<file path="config.mk">
export PLATFORM = sky130hd
export DESIGN_NAME = rds_msg_builder_flat
export DESIGN_NICKNAME = d
export VERILOG_FILES = /design/src/rtl/rds_msg_builder_if.sv /design/src/rtl/rds_msg_builder.sv /design/src/flat_wrapper.sv
export SDC_FILE = /design/constraint.sdc
export NUM_CORES = 1
export LEC_CHECK = 0
export ABC_AREA = 1
export CORE_MARGIN = 4
export CORE_UTILIZATION = 45
export CTS_CLUSTER_SIZE = 24
export DETAILED_ROUTE_END_ITERATION = 8
export PLACE_DENSITY = 0.67
export SYNTH_ARGS = -nofsm -noshare
export SYNTH_HDL_FRONTEND = slang
export SYNTH_SLANG_ARGS = --single-unit
</file>
<file path="constraint.sdc">
create_clock -name clk -period 2.88 [get_ports clk]
set_clock_uncertainty 0.05 [all_clocks]
set_input_delay 0.576 -clock clk [delete_from_list [all_inputs] [get_ports clk]]
set_output_delay 0.576 -clock clk [all_outputs]
set_load 0.005 [all_outputs]
</file>
<file path="src/rtl/rds_msg_builder_if.sv">
// RDS message RAM write bus: the builder is master, the message store is slave.
interface rds_msg_builder_if;
  logic       wr_en;
  logic [8:0] wr_addr;
  logic [7:0] wr_data;

  modport master (output wr_en, wr_addr, wr_data);
  modport slave  (input  wr_en, wr_addr, wr_data);
endinterface

</file>
<file path="src/rtl/rds_msg_builder.sv">
// Builds RDS group 0A (PS name) bitstreams with CRC checkwords and writes them byte-wise to RAM.
// Optional feature: define RDS_PS_WRITE_EN to make the 8 PS characters runtime-writable.
module rds_msg_builder #(
  parameter logic [8:0]  c_base_addr  = 9'd0,
  parameter int unsigned c_repeat     = 5,
  parameter logic [63:0] c_ps_default = "RADIO   "
) (
  input  logic              clk,
  input  logic              reset,
  input  logic              start,
  input  logic [15:0]       pi,
  input  logic [4:0]        pty,
  input  logic              tp,
  input  logic              ta,
  input  logic              ms,
  input  logic [3:0]        di,
  input  logic              ps_we,
  input  logic [2:0]        ps_addr,
  input  logic [7:0]        ps_data,
  rds_msg_builder_if.master wr,
  output logic              busy,
  output logic              done
);

  localparam logic [15:0] REP_LAST = 16'(c_repeat - 1);
  localparam logic [9:0]  POLY     = 10'h1B9;

  typedef enum logic [1:0] {S_IDLE, S_CRC, S_EMIT, S_DONE} state_t;

  typedef struct packed {
    logic [15:0] pi;
    logic [4:0]  pty;
    logic        tp;
    logic        ta;
    logic        ms;
    logic [3:0]  di;
    logic [63:0] ps;
  } snap_t;

  state_t      state_q, state_d;
  snap_t       snap_q, snap_d;
  logic [1:0]  blk_q, blk_d;
  logic [1:0]  seg_q, seg_d;
  logic [15:0] rep_q, rep_d;
  logic [4:0]  cnt_q, cnt_d;
  logic [2:0]  bit_q, bit_d;
  logic [9:0]  crc_q, crc_d;
  logic [7:0]  acc_q, acc_d;
  logic        byte_rdy_q, byte_rdy_d;
  logic        wr_en_q, wr_en_d;
  logic [8:0]  wr_addr_q, wr_addr_d;
  logic [7:0]  wr_data_q, wr_data_d;
  logic        busy_q, busy_d;
  logic        done_q, done_d;

  logic [63:0] ps_cur;
  logic [15:0] ps_pair, blk_data;
  logic [9:0]  blk_off, chk;
  logic        data_bit, emit_bit, crc_fb;
  logic        last_crc, last_emit, last_blk;

`ifdef RDS_PS_WRITE_EN
  logic [7:0][7:0] ps_q, ps_d;

  // Writes land only while fully idle; an in-flight build reads its own snapshot.
  always_comb begin
    ps_d = ps_q;
    if (ps_we && state_q == S_IDLE && !busy_q)
      ps_d[3'd7 - ps_addr] = ps_data;
  end

  always_ff @(posedge clk) begin
    if (reset) ps_q <= c_ps_default;
    else       ps_q <= ps_d;
  end

  assign ps_cur = ps_q;
`else
  logic unused_ps;
  assign unused_ps = ^{ps_we, ps_addr, ps_data};
  assign ps_cur    = c_ps_default;
`endif

  // Block payload and offset for the current (segment, block)
  always_comb begin
    case (seg_q)
      2'd0:    ps_pair = snap_q.ps[63:48];
      2'd1:    ps_pair = snap_q.ps[47:32];
      2'd2:    ps_pair = snap_q.ps[31:16];
      default: ps_pair = snap_q.ps[15:0];
    endcase
    case (blk_q)
      2'd0: begin
        blk_data = snap_q.pi;
        blk_off  = 10'h0FC;
      end
      2'd1: begin
        blk_data = {5'b00000, snap_q.tp, snap_q.pty, snap_q.ta, snap_q.ms,
                    snap_q.di[2'd3 - seg_q], seg_q};
        blk_off  = 10'h198;
      end
      2'd2: begin
        blk_data = 16'hE0CD;
        blk_off  = 10'h168;
      end
      default: begin
        blk_data = ps_pair;
        blk_off  = 10'h1B4;
      end
    endcase
  end

  assign chk       = crc_q ^ blk_off;
  assign data_bit  = blk_data[4'd15 - cnt_q[3:0]];
  assign emit_bit  = cnt_q[4] ? chk[4'd9 - cnt_q[3:0]] : data_bit;
  assign crc_fb    = data_bit ^ crc_q[9];
  assign last_crc  = (cnt_q == 5'd15);
  assign last_emit = (cnt_q == 5'd25);
  assign last_blk  = (blk_q == 2'd3) && (seg_q == 2'd3) && (rep_q == REP_LAST);

  always_ff @(posedge clk) begin
    if (reset) state_q <= S_IDLE;
    else       state_q <= state_d;
  end

  always_comb begin
    state_d = state_q;
    case (state_q)
      S_IDLE:  if (start) state_d = S_CRC;
      S_CRC:   if (last_crc) state_d = S_EMIT;
      S_EMIT:  if (last_emit) state_d = last_blk ? S_DONE : S_CRC;
      default: state_d = S_IDLE;
    endcase
  end

  always_comb begin
    snap_d     = snap_q;
    blk_d      = blk_q;
    seg_d      = seg_q;
    rep_d      = rep_q;
    cnt_d      = cnt_q;
    bit_d      = bit_q;
    crc_d      = crc_q;
    acc_d      = acc_q;
    byte_rdy_d = 1'b0;
    // A byte completed last cycle is presented now; the address steps after each write.
    wr_en_d    = byte_rdy_q;
    wr_data_d  = byte_rdy_q ? acc_q : wr_data_q;
    wr_addr_d  = wr_en_q ? wr_addr_q + 9'd1 : wr_addr_q;
    busy_d     = (state_q != S_IDLE);
    done_d     = (state_q == S_DONE);
    case (state_q)
      S_IDLE: begin
        if (start) begin
          snap_d.pi  = pi;
          snap_d.pty = pty;
          snap_d.tp  = tp;
          snap_d.ta  = ta;
          snap_d.ms  = ms;
          snap_d.di  = di;
          snap_d.ps  = ps_cur;
          blk_d      = 2'd0;
          seg_d      = 2'd0;
          rep_d      = 16'd0;
          cnt_d      = 5'd0;
          bit_d      = 3'd0;
          crc_d      = 10'd0;
          acc_d      = 8'd0;
          wr_addr_d  = c_base_addr;
        end
      end
      S_CRC: begin
        crc_d = {crc_q[8:0], 1'b0} ^ (crc_fb ? POLY : 10'h000);
        cnt_d = last_crc ? 5'd0 : cnt_q + 5'd1;
      end
      S_EMIT: begin
        acc_d = {acc_q[6:0], emit_bit};
        bit_d = bit_q + 3'd1;
        if (bit_q == 3'd7) byte_rdy_d = 1'b1;
        if (last_emit) begin
          cnt_d = 5'd0;
          crc_d = 10'd0;
          blk_d = blk_q + 2'd1;
          if (blk_q == 2'd3) begin
            seg_d = seg_q + 2'd1;
            if (seg_q == 2'd3)
              rep_d = (rep_q == REP_LAST) ? 16'd0 : rep_q + 16'd1;
          end
        end else begin
          cnt_d = cnt_q + 5'd1;
        end
      end
      default: ;
    endcase
  end

  always_ff @(posedge clk) begin
    if (reset) begin
      snap_q     <= '0;
      blk_q      <= 2'd0;
      seg_q      <= 2'd0;
      rep_q      <= 16'd0;
      cnt_q      <= 5'd0;
      bit_q      <= 3'd0;
      crc_q      <= 10'd0;
      acc_q      <= 8'd0;
      byte_rdy_q <= 1'b0;
      wr_en_q    <= 1'b0;
      wr_addr_q  <= c_base_addr;
      wr_data_q  <= 8'd0;
      busy_q     <= 1'b0;
      done_q     <= 1'b0;
    end else begin
      snap_q     <= snap_d;
      blk_q      <= blk_d;
      seg_q      <= seg_d;
      rep_q      <= rep_d;
      cnt_q      <= cnt_d;
      bit_q      <= bit_d;
      crc_q      <= crc_d;
      acc_q      <= acc_d;
      byte_rdy_q <= byte_rdy_d;
      wr_en_q    <= wr_en_d;
      wr_addr_q  <= wr_addr_d;
      wr_data_q  <= wr_data_d;
      busy_q     <= busy_d;
      done_q     <= done_d;
    end
  end

  assign wr.wr_en   = wr_en_q;
  assign wr.wr_addr = wr_addr_q;
  assign wr.wr_data = wr_data_q;
  assign busy       = busy_q;
  assign done       = done_q;

endmodule

</file>
<file path="src/flat_wrapper.sv">
// flat-port wrapper written by rule: the top's interface ports become plain ports
module rds_msg_builder_flat 
#(
  parameter logic [8:0]  c_base_addr  = 9'd0,
  parameter int unsigned c_repeat     = 5,
  parameter logic [63:0] c_ps_default = "        "
)
  (clk, reset, start, pi, pty, tp, ta, ms, di, ps_we, ps_addr, ps_data, busy, done, wr_wr_en, wr_wr_addr, wr_wr_data);
  rds_msg_builder_if wr_i ();
  input  logic clk;
  input  logic reset;
  input  logic start;
  input  logic [15:0] pi;
  input  logic [4:0] pty;
  input  logic tp;
  input  logic ta;
  input  logic ms;
  input  logic [3:0] di;
  input  logic ps_we;
  input  logic [2:0] ps_addr;
  input  logic [7:0] ps_data;
  output logic busy;
  output logic done;
  output wire logic [$bits(wr_i.wr_en)-1:0] wr_wr_en;
  output wire logic [$bits(wr_i.wr_addr)-1:0] wr_wr_addr;
  output wire logic [$bits(wr_i.wr_data)-1:0] wr_wr_data;
  assign wr_wr_en = wr_i.wr_en;
  assign wr_wr_addr = wr_i.wr_addr;
  assign wr_wr_data = wr_i.wr_data;
  rds_msg_builder #(.c_base_addr(c_base_addr), .c_repeat(c_repeat), .c_ps_default(c_ps_default)) u_core (.clk(clk), .reset(reset), .start(start), .pi(pi), .pty(pty), .tp(tp), .ta(ta), .ms(ms), .di(di), .ps_we(ps_we), .ps_addr(ps_addr), .ps_data(ps_data), .wr(wr_i), .busy(busy), .done(done));
endmodule
</file>
==> summary.md <==
| Metric | Value |
|---|---|
| H-tree depth | `3` |
| Critical Path RT | `3.09 ns` |
| Synthesis-stage register bit count | `98` |
| Setup-failing EPs final | `0` |
| Initial core utilization | `0.462` |
| Synth Cell Area | `4750 um^2` |
| Tmin final | `2.43 ns` |
| Hold crit path type | `register to register` |
| Post-synth top area cell | `dfxtp_1` |
| P_int | `2.34 mW` |
| Top cell type's share of synthesized area | `0.413` |
| Run status | `finished clean` |
| Number of max-cap violations | `0` |
| Drt first pass iters | `4` |
| Async S/R FF share, synth | `0` |
| Vias per inst | `5.08` |
| Non-filler instance count after layout | `837` |
| Count leader, synth | `nand2_1` |
| VDD IR max | `0.000321 V` |
| Number of synthesized flops with an enable pin | `0` |
| Ant. Diodes | `0` |
| Synth warn | `0` |
| Setup Fix Bufs, Post-CTS | `0` |
| Clock slew at reported path FFs | `0.09 ns` |
| Unique cell type count in the Yosys netlist | `46` |
| Setup slack at placement | `0.310 ns` |
| Routed Antenna Nets | `0` |
| Worst-path maximum fanout | `15` |
| # IOs | `63` |
| Pwr per Cell Area | `645 nW/um^2` |
| Worst setup SP type | `register` |
| Final worst path period share | `0.844` |
| Part of the power in registers | `0.456` |
| Hold buffer count at cts | `0` |
| Final Net Count | `763` |
| CTS tree | `built` |
| Net Count, Synth | `716` |
| Final worst slack | `0.449 ns` |
| Hold Vio Cnt, Final | `0` |
| Sw frac | `0.349` |
| Setup Total Neg Slack | `0 ns` |
| # clock sinks | `98` |
| Final Hold Slack | `0.404 ns` |
| Initial antenna violation count | `0` |
| WL per Instance | `12.6 um` |
| Layout cells sized above 1 | `0.0656` |
| Relative slew slack | `0.548` |
| Post-DP HPWL | `7.75 mm` |
| NetSw | `1.26 mW` |
| Die area | `12,300 um^2` |
| Post-route DRC | `0` |
| Lkg Pwr | `2.15 nW` |
| Core Util, Final | `0.543` |
| PostCTS Resize Cnt | `0` |
| Core area | `10,300 um^2` |
| Seq/Total Area, Yosys | `0.413` |
| Top area cells in the synthesized netlist | `dfxtp_1, nand2_1, nor2_1, o21ai_0, a21oi_1` |
| First-pass GRT wire length | `18.6 mm` |
| Worst skew pair latency | `0.36 ns` |
| Clk network pwr share | `0.243` |
| I/O Buffers | `50` |
| RSZ-0062 raised after global routing | `false` |
| Design area | `5580 um^2` |
| Grt total ovfl | `0` |
| Chip width | `111 um` |
| CP endpoint kind | `register` |
| Fmax | `411 MHz` |
| Ys flop type | `dfxtp_1` |
| Gate power share | `0.301` |
| Slew @ Worst Pin | `0.677 ns` |
| Final Max Slew Viols | `0` |
| Synth top cells by count | `nand2_1, dfxtp_1, nor2_1, inv_1, o21ai_0` |
| Overall Global Routing Usage | `0.180` |
| Num rows | `37` |
| Avg Cell Area, Syn | `7.29 um^2` |
| Iteration-0 DRC Markers | `270` |
| Crit path kind | `register to register` |
| Synth Instances | `651` |
| Vias in the first global route | `4,077` |
| Max Root-Sink Buffers | `2` |
| TritonCTS Buffers | `9` |
| Placed cell areas | `5390 um^2` |
| Die Y | `111 um` |
| Placed insts | `823` |
| Area growth syn-to-layout | `17.6%` |
| GPL Wtd Cong | `0.875` |
| Clk root buf | `clkbuf_8` |
| Largest net degree at the start of global routing | `39` |
| Total power | `3.60 mW` |
| Via count | `4,252` |
| Aggregate routed wire length | `10.6 mm` |
| Crit path DAT | `2.64 ns` |
## logic make-up (layout without fill, tap and decap cells)
family	count (synthesis)	after routing	synth area share
buffers and inverters	93	143	0.0770
XOR/XNOR	11	11	0.0203
flip-flops	98	98	0.413
AO/OA/AOI/OAI	138	138	0.165
adder cells (fa/ha/maj)	22	22	0.0580
AND/OR/NAND/NOR	289	289	0.267
## layout by cell type (no fill, tap or decap), drive strengths merged
master | netlist | routed
a21boi | 1 | 1
or2 | 1 | 1
nor2 | 100 | 100
a31o | 1 | 1
nand3 | 44 | 44
inv | 67 | 67
nor4 | 5 | 5
nor3 | 14 | 14
a21oi | 56 | 56
buf | 6 | 10
o21ai | 61 | 61
bufinv | 0 | 1
clkbuf | 18 | 12
a311oi | 1 | 1
clkinv | 2 | 2
xnor2 | 5 | 5
dfxtp | 98 | 98
clkdlybuf4s50 | 0 | 50
nand4 | 9 | 9
o211ai | 3 | 3
clkinvlp | 0 | 1
a31oi | 2 | 2
a211oi | 8 | 8
o211a | 1 | 1
nand2 | 113 | 113
a221oi | 1 | 1
a2bb2oi | 1 | 1
ha | 22 | 22
a22oi | 1 | 1
nor3b | 3 | 3
o2111ai | 1 | 1
xor2 | 6 | 6
## worst paths after layout
path,slack (ns),startpoint,endpoint,cells past startpoint
min reg2reg,0.40,u_core.snap_q[86],u_core.snap_q[86],2
max,0.45,u_core.cnt_q[0],u_core.rep_q[7],10
min,0.40,u_core.snap_q[86],u_core.snap_q[86],2
max reg2reg,0.45,u_core.cnt_q[0],u_core.rep_q[7],10
## worst max-delay path, cell delays in order, from the launching register on
cell	delay [ns]
dfxtp_1	0.68
ha_1	0.24
nand4_1	0.14
nand2_2	0.13
nand2_2	0.09
a21oi_4	0.33
inv_4	0.14
nor3_4	0.18
nand3_2	0.11
nor3b_2	0.19
nor3_2	0.06
## per-layer routing
layer	routed length, um	global-route usage	part of all wire	up-vias
met5	0	0	0	-
met4	123	0.0755	0.012	0
met3	498	0.0349	0.047	7
met2	4690	0.284	0.44	87
met1	5270	0.242	0.50	1921
li1	-	-	-	2237
## cell type report
cell class,count,area (um^2)
Sequential cell,98,1960
Inverter,69,262
Timing Repair Buffer,60,576
Clock buffer,12,155
Fill cell,999,4700
Tap cell,136,170
Multi-Input combinational cell,460,2420
Clock inverter,2,37.5
## power by group through the flow
stage          Clock (mW)  Combinational (mW)  Sequential [mW]
3_3_place_gp            0                1.06             1.67
5_1_grt             0.960                1.25             1.66
2_1_floorplan           0               0.834             1.63
6_report            0.874                1.08             1.64
4_1_cts             0.913                1.09             1.64
3_5_place_dp            0                1.09             1.67
## flip-flops by register name, summed over array words and instances (netlist names)
| name | count |
|---|---|
| u_core.busy | 1 |
| u_core.state_q | 2 |
| u_core.bit_q | 3 |
| u_core.cnt_q | 5 |
| u_core.wr.wr_addr | 9 |
| u_core.acc_q | 8 |
| u_core.wr.wr_data | 8 |
| u_core.rep_q | 16 |
| u_core.seg_q | 2 |
| u_core.blk_q | 2 |
| u_core.snap_q | 29 |
| u_core.wr.wr_en | 1 |
| u_core.crc_q | 10 |
| u_core.done | 1 |
| u_core.byte_rdy_q | 1 |
Note: power is estimated with default switching activity, not from simulation.
